### config.mk
export PLATFORM = sky130hd
export DESIGN_NAME = hs_arbiter
export DESIGN_NICKNAME = d
export VERILOG_FILES = /design/src/rtl/hs_arbiter.sv
export SDC_FILE = /design/constraint.sdc
export NUM_CORES = 1
export LEC_CHECK = 0
export CAP_MARGIN = 30
export CORE_MARGIN = 1.5
export CORE_UTILIZATION = 50
export CTS_BUF_LIST = sky130_fd_sc_hd__clkbuf_4 sky130_fd_sc_hd__clkbuf_8
export DETAILED_ROUTE_END_ITERATION = 8
export GPL_ROUTABILITY_DRIVEN = 0
export PLACE_DENSITY_LB_ADDON = 0.2
export SLEW_MARGIN = 20
export SYNTH_ARGS = -nofsm -noshare
export SYNTH_HDL_FRONTEND = slang
export SYNTH_SLANG_ARGS = --single-unit
### constraint.sdc
create_clock -name clk -period 2.2 [get_ports clk]
set_input_delay 0.44 -clock clk [delete_from_list [all_inputs] [get_ports clk]]
set_output_delay 0.44 -clock clk [all_outputs]
set_load 0.03 [all_outputs]
### src/rtl/hs_arbiter.sv
// Round-robin arbiter sharing one four-phase req/ack reader among NREQ writers.
// The winner's data is latched and the full handshake runs downstream before the next grant.
module hs_arbiter #(
    parameter int NREQ = 2,
    parameter int W = 8,
    parameter int CW = 16,
    localparam int GW = $clog2(NREQ)
) (
    input  logic              clk,
    input  logic              reset,
    input  logic [NREQ-1:0]   req_i,
    input  logic [NREQ*W-1:0] data_i,
    output logic [NREQ-1:0]   ack_o,
    output logic              req_o,
    input  logic              ack_i,
    output logic [W-1:0]      q,
    output logic [GW-1:0]     grant,
    output logic              busy,
    output logic [CW-1:0]     xfer_count
);

    typedef enum logic [1:0] {IDLE, REQ, HOLD, REL} state_t;

    state_t          state, state_n;
    logic [GW-1:0]   last_grant, last_n;
    logic [GW-1:0]   grant_n, winner, idx;
    logic [W-1:0]    q_n;
    logic [NREQ-1:0] ack_n;
    logic [CW-1:0]   cnt_n;
    logic            req_n, busy_n, found;

    // First requester strictly after the last served writer, with wrap.
    always_comb begin
        winner = '0;
        found = 1'b0;
        idx = '0;
        for (int i = 1; i <= NREQ; i++) begin
            idx = GW'((int'(last_grant) + i) % NREQ);
            if (!found && req_i[idx]) begin
                found = 1'b1;
                winner = idx;
            end
        end
    end

    always_comb begin
        state_n = state;
        req_n = req_o;
        ack_n = ack_o;
        q_n = q;
        grant_n = grant;
        last_n = last_grant;
        cnt_n = xfer_count;
        unique case (state)
            IDLE: begin
                if (found) begin
                    grant_n = winner;
                    q_n = data_i[int'(winner)*W +: W];
                    req_n = 1'b1;
                    state_n = REQ;
                end
            end
            REQ: begin
                if (ack_i) begin
                    ack_n = '0;
                    ack_n[grant] = 1'b1;
                    state_n = HOLD;
                end
            end
            HOLD: begin
                if (!req_i[grant]) begin
                    req_n = 1'b0;
                    state_n = REL;
                end
            end
            REL: begin
                if (!ack_i) begin
                    ack_n = '0;
                    last_n = grant;
                    cnt_n = xfer_count + CW'(1);
                    state_n = IDLE;
                end
            end
            default: state_n = IDLE;
        endcase
        busy_n = (state_n != IDLE);
    end

    always_ff @(posedge clk or negedge reset) begin
        if (!reset) begin
            state <= IDLE;
            req_o <= 1'b0;
            ack_o <= '0;
            q <= '0;
            grant <= '0;
            busy <= 1'b0;
            xfer_count <= '0;
            last_grant <= GW'(NREQ - 1);
        end else begin
            state <= state_n;
            req_o <= req_n;
            ack_o <= ack_n;
            q <= q_n;
            grant <= grant_n;
            busy <= busy_n;
            xfer_count <= cnt_n;
            last_grant <= last_n;
        end
    end

endmodule

==> summary.txt, run 1 <==
Lkg Pwr -> 0.9503 nW
status -> completed
crit path capture -> xfer_count[8]
Crit Reg-Reg Startpoint -> state[0]$_DFF_PN0_
most common cell after layout, fill and taps aside -> clkdlybuf4s50_1
Tmin final -> 1.950 ns
total vias in the final route -> 1191
CTS Root Cell -> clkbuf_4
crit path cell chain -> clkdlybuf4s50_1
Synth Cell Area -> 0.001534 mm^2
Total Wirelength -> 3.037 mm
Startpoint Class -> register
required time worst endpoint -> 1.76 ns
FF-to-FF End -> q[6]$_DFFE_PN0P_
crit path capture type -> output pin
Iter 0 DRT Violations -> 37
Pwr Density -> 1165 mW/mm^2
Antenna Cells -> 0
worst hold path class -> reg2reg
fin cells -> 223
Slowest-stage cell, CP -> clkdlybuf4s50_1
Area Overhead vs Synth -> 37.52%
first-pass GRT wire length -> 5.161 mm
initial antenna violation count -> 0
RSZ-0062 raised after global routing -> no
ratio of cells with drive above 1 in the final layout -> 0.1146
worst-path fanout max -> 5
f_max -> 0.5128 GHz
Die Height -> 58.39 um
vias in the first global route -> 1183
Worst VDD drop -> 0.0009449 V
cell family with most CP delay -> buffers and inverters
post_cts resized -> 0
max-cap violations -> 0
io pins -> 50
DR WL/cell -> 13.62 um
Reg clk slew, reported paths -> 0.10 ns
R2R setup slack -> 0.70 ns
Final Slew Violations -> 0
Setup Buffers After CTS -> 0
share of total power in combinational logic -> 0.443
P_int -> 0.001453 W
R2R depth -> 4
setup_tns -> 0 ns
Final Hold Fails -> 0
Sequential Power Share -> 0.397
die area -> 0.003409 mm^2
crit path launch -> xfer_count[8]$_DFFE_PN0P_
Rel. slew slack -> 0.6494
Clock Latency Late Sink -> 0.33 ns
Final Setup Violations -> 0
most frequent cells in the layout -> 49 x clkdlybuf4s50_1, 31 x dfrtp_1, 13 x nand2_1, 12 x nor2_1, 12 x xnor2_1
largest net degree at the start of global routing -> 33
actual slew at the worst max-slew pin -> 0.5260 ns
Buf+Inv Stages, Crit Path -> 1
Worst Path Arrival -> 1.51 ns
core area -> 0.002829 mm^2
switching power share of the total -> 0.4089
Overflow after GRT -> 0
syn nets -> 160
TritonCTS buffer count -> 5
dpl cells -> 215
Sink Count -> 32
row cnt -> 19
Port Buffers -> 49
Die Width -> 58.39 um
Yosys Warn Count -> 0
Syn Inst Count -> 138
critical path depth -> 1
flops & latches, synth -> 32
# DRC -> 0
hold_ws -> 0.4789 ns
largest stage delay on the critical path -> 0.72 ns
DR vias/cell -> 5.341
syn avg cell area -> 11.12 um^2
Bufs on Longest Clock Path -> 2
1st-pass router iterations -> 4
Setup CP Type -> reg2out
crit share post-route -> 0.8864
Initial Utilization -> 0.5422
clock share of power -> 0.160
count of cell types in the netlist -> 32
Seq/Total Area, Yosys -> 0.5228
Layout Skew -> 0.01142 ns
Post-DP HPWL -> 2.288 mm
Routed Antenna Nets -> 0
aggregate global-route resource usage -> 0.2017
H-tree depth -> 2
CTS tree -> built
Switching Power -> 0.001005 W
Hold-fix buffers, CTS -> 0
final net count -> 213
-- worst register-to-register path, stage by stage, from the launching register on --
cell	delay, ns
dfrtp_1	0.52
nor2_2	0.20
o21a_1	0.48
nor2_1	0.10
a21oi_1	0.13
-- sequential cells by signal (all words and copies together) (netlist names) --
register	count
req_o	1
grant	1
ack_o	2
last_grant	1
state	2
xfer_count	16
busy	1
q	8
-- layer usage --
| layer | global-route usage | part of all wire | up-vias |
|---|---|---|---|
| met5 | 0 | 0 | - |
| met4 | 0.06977 | 0.014 | 0 |
| met3 | 0.06593 | 0.062 | 6 |
| met2 | 0.3483 | 0.49 | 39 |
| met1 | 0.2348 | 0.43 | 566 |
| li1 | - | - | 580 |
-- cells in the mapped netlist --
cell type,instances,share of area
o21ai_0,7,0.023
and4_1,2,0.011
buf_4,4,0.020
a22oi_1,1,0.0049
nor2_2,3,0.012
mux2i_1,9,0.059
or2_2,1,0.0041
dfstp_2,1,0.017
nand3_1,4,0.013
nor3_1,1,0.0033
ha_1,1,0.0082
o21a_1,1,0.0049
nor2b_1,1,0.0041
nand4_2,1,0.0082
a2bb2oi_1,1,0.0057
nand2b_4,2,0.018
and3_1,1,0.0041
nor2_1,12,0.029
dfrtp_1,31,0.51
xnor2_1,12,0.069
xor2_1,4,0.023
inv_1,4,0.0098
nand2_1,13,0.032
o32ai_1,1,0.0057
and3b_4,1,0.0082
nand4_1,3,0.012
o31ai_1,1,0.0049
nand4_4,1,0.014
nand3b_4,1,0.013
buf_6,1,0.0073
a21oi_1,11,0.036
nor3_4,1,0.011
-- power groups by stage --
| stage | clock network [W] | registers [W] | logic (W) |
|---|---|---|---|
| after global routing | 0.000427 | 0.00100 | 0.00119 |
| after global placement | 0 | 0.000974 | 0.00107 |
| final | 0.000393 | 0.000975 | 0.00109 |
| after CTS | 0.000407 | 0.000976 | 0.00110 |
| after floorplan | 0 | 0.00122 | 0.000463 |
| after detailed placement | 0 | 0.000988 | 0.00109 |
-- cell families (layout without fill, tap and decap cells) --
family	after synthesis	in the layout	synth area share
and+or+nand+nor	48	48	0.1974
DFF	32	32	0.5228
AOI/OAI and AO/OA	23	23	0.08483
xor gates and xnor gates	16	16	0.09135
muxes	9	9	0.05873
buffers and inverters	9	63	0.03670
adders and majority gates	1	1	0.008155
-- worst min-delay path by stage --
stage | start | to | cells after the start
2_1_floorplan | reset | ack_o[0]$_DFFE_PN0P_ | 0
3_3_place_gp | xfer_count[15]$_DFFE_PN0P_ | xfer_count[15]$_DFFE_PN0P_ | 1
3_5_place_dp | xfer_count[15]$_DFFE_PN0P_ | xfer_count[15]$_DFFE_PN0P_ | 1
4_1_cts | xfer_count[15]$_DFFE_PN0P_ | xfer_count[15]$_DFFE_PN0P_ | 1
5_1_grt | xfer_count[15]$_DFFE_PN0P_ | xfer_count[15]$_DFFE_PN0P_ | 1
6_report | xfer_count[15]$_DFFE_PN0P_ | xfer_count[15]$_DFFE_PN0P_ | 1
-- per-stage QoR --
stage / total power (W) / setup slack [ns] / utilization / area (um^2)
after floorplan: 0.001679 / 0.7782 / - / 1534
after global placement: 0.002046 / 0.3651 / 0.7200 / 2037
after detailed placement: 0.002082 / 0.3096 / 0.7200 / 2037
after CTS: 0.002482 / 0.2320 / 0.7457 / 2110
after global routing: 0.002613 / 0.1902 / 0.7457 / 2110
final: 0.002458 / 0.2500 / 0.7457 / 2110
-- final cells by class --
type	count	area (um^2)
Fill cell	189	719.4
Timing Repair Buffer	51	505.5
Clock buffer	8	72.57
Sequential cell	32	802.0
Multi-Input combinational cell	97	675.6
Inverter	4	15.01
Tap cell	31	38.79
Power figures use the tool's default switching activity.
==> run 2: changes to the inputs <==
- RECOVER_POWER: not set -> 25
==> summary.txt, run 2 (synthesized netlist as in run 1, its figures left out) <==
status -> completed (unchanged)
RSZ-0062 raised after global routing -> no (unchanged)
Routed Antenna Nets -> 0 (unchanged)
largest net degree at the start of global routing -> 33 (unchanged)
max reg flops -> 16 (unchanged)
Layout Skew -> 0.01142 ns (unchanged)
required time worst endpoint -> 1.76 ns (about the same)
Final Slew Violations -> 0 (unchanged)
Tmin final -> 1.950 ns (unchanged)
H-tree depth -> 2 (unchanged)
Port Buffers -> 49 (unchanged)
Setup CP Type -> reg2out (unchanged)
Clock Latency Late Sink -> 0.33 ns (about the same)
DR vias/cell -> 5.341 (unchanged)
Hold-fix buffers, CTS -> 0 (unchanged)
Top reg by flops -> xfer_count (unchanged)
max-cap violations -> 0 (unchanged)
Total Wirelength -> 3.037 mm (unchanged)
TritonCTS buffer count -> 5 (unchanged)
Setup Buffers After CTS -> 0 (unchanged)
Worst VDD drop -> 0.0009447 V (was 0.0009449 V)
largest stage delay on the critical path -> 0.72 ns (about the same)
Rel. slew slack -> 0.4722 (was 0.6494)
Final Hold Fails -> 0 (unchanged)
worst hold path class -> reg2reg (unchanged)
row cnt -> 19 (unchanged)
core area -> 0.002829 mm^2 (unchanged)
Pwr Density -> 1166 mW/mm^2 (was 1165 mW/mm^2)
initial antenna violation count -> 0 (unchanged)
Initial Utilization -> 0.5422 (unchanged)
vias in the first global route -> 1183 (unchanged)
crit path capture type -> output pin (unchanged)
Overflow after GRT -> 0 (unchanged)
final net count -> 213 (unchanged)
crit path cell chain -> clkdlybuf4s50_1 (unchanged)
Sequential Power Share -> 0.397 (about the same)
1st-pass router iterations -> 4 (unchanged)
Slowest-stage cell, CP -> clkdlybuf4s50_1 (unchanged)
Worst Path Arrival -> 1.51 ns (about the same)
most common cell after layout, fill and taps aside -> clkdlybuf4s50_1 (unchanged)
Die Width -> 58.39 um (unchanged)
Iter 0 DRT Violations -> 37 (unchanged)
P_int -> 0.001452 W (was 0.001453 W)
Post-DP HPWL -> 2.288 mm (unchanged)
Area Overhead vs Synth -> 37.36% (was 37.52%)
Final Setup Violations -> 0 (unchanged)
post_cts resized -> 0 (unchanged)
switching power share of the total -> 0.4090 (was 0.4089)
Startpoint Class -> register (unchanged)
aggregate global-route resource usage -> 0.2017 (unchanged)
crit share post-route -> 0.8864 (unchanged)
crit path launch -> xfer_count[8]$_DFFE_PN0P_ (unchanged)
Crit Reg-Reg Startpoint -> state[0]$_DFF_PN0_ (unchanged)
Bufs on Longest Clock Path -> 2 (unchanged)
Antenna Cells -> 0 (unchanged)
io pins -> 50 (unchanged)
most frequent cells in the layout -> 48 x clkdlybuf4s50_1, 31 x dfrtp_1, 13 x nand2_1, 12 x nor2_1, 12 x xnor2_1 (was 49 x clkdlybuf4s50_1, 31 x dfrtp_1, 13 x nand2_1, 12 x nor2_1, 12 x xnor2_1)
actual slew at the worst max-slew pin -> 0.7916 ns (was 0.5260 ns)
DR WL/cell -> 13.62 um (unchanged)
Sink Count -> 32 (unchanged)
Buf+Inv Stages, Crit Path -> 1 (unchanged)
hold path start -> xfer_count[15]$_DFFE_PN0P_ (unchanged)
biggest regs -> xfer_count x16, q x8 (unchanged)
setup_tns -> 0 ns (unchanged)
Layout Utilization -> 0.7448 (was 0.7457)
Die Height -> 58.39 um (unchanged)
f_max -> 0.5128 GHz (unchanged)
ratio of cells with drive above 1 in the final layout -> 0.1146 (unchanged)
Switching Power -> 0.001005 W (about the same)
worst-path fanout max -> 5 (unchanged)
CTS tree -> built (unchanged)
cell family with most CP delay -> buffers and inverters (unchanged)
Lkg Pwr -> 0.9499 nW (was 0.9503 nW)
first-pass GRT wire length -> 5.161 mm (unchanged)
Reg clk slew, reported paths -> 0.10 ns (about the same)
share of total power in combinational logic -> 0.443 (about the same)
# DRC -> 0 (unchanged)
total vias in the final route -> 1191 (unchanged)
CTS Root Cell -> clkbuf_4 (unchanged)
clock share of power -> 0.160 (about the same)
die area -> 0.003409 mm^2 (unchanged)
==> run 2: worst paths after layout <==
path / endpoint / slack [ns] / cells past startpoint
worst min register to register: xfer_count[15]$_DFFE_PN0P_ / 0.48 / 1
max in group asynchronous: ack_o[1]$_DFFE_PN0P_ / 0.99 / 2
worst max-delay path: xfer_count[8] / 0.25 / 1
worst min-delay path: xfer_count[15]$_DFFE_PN0P_ / 0.48 / 1
worst max register to register: q[6]$_DFFE_PN0P_ / 0.70 / 4
min in group asynchronous: xfer_count[14]$_DFFE_PN0P_ / 0.71 / 2
==> run 2: per-stage QoR <==
stage	power (W)	setup WS (ns)	area (um^2)	std cells	hold slack, ns
finish	0.002457	0.2500	2107	223	0.4789
global route	0.002612	0.1902	2107	223	0.5119
CTS	0.002482	0.2320	2110	223	0.4839
detailed placement	0.002082	0.3096	2037	215	0.4699
global placement	0.002046	0.3651	2037	215	0.4618
floorplan	0.001679	0.7782	1534	138	0.1444
==> run 2: power groups by stage <==
stage          logic [W]  registers, W  clock network [W]
6_report         0.00109      0.000975           0.000393
5_1_grt          0.00119       0.00100           0.000427
4_1_cts          0.00110      0.000976           0.000407
3_5_place_dp     0.00109      0.000988                  0
3_3_place_gp     0.00107      0.000974                  0
2_1_floorplan   0.000463       0.00122                  0
==> run 2: area by class of cell <==
type                    instances  area [um^2]
fillers                       189        721.9
flip-flops and latches         32        802.0
well taps                      31        38.79
inverters                       4        15.01
multi-input cells              97        675.6
repair buffers                 51        503.0
clock buffers                   8        72.57
==> run 2: per-layer routing <==
metal,vias to the layer above,track usage,wire [um]
met4,0,0.06977,42
met5,-,0,0
li1,580,-,-
met1,566,0.2348,1304
met3,6,0.06593,187
met2,39,0.3483,1502
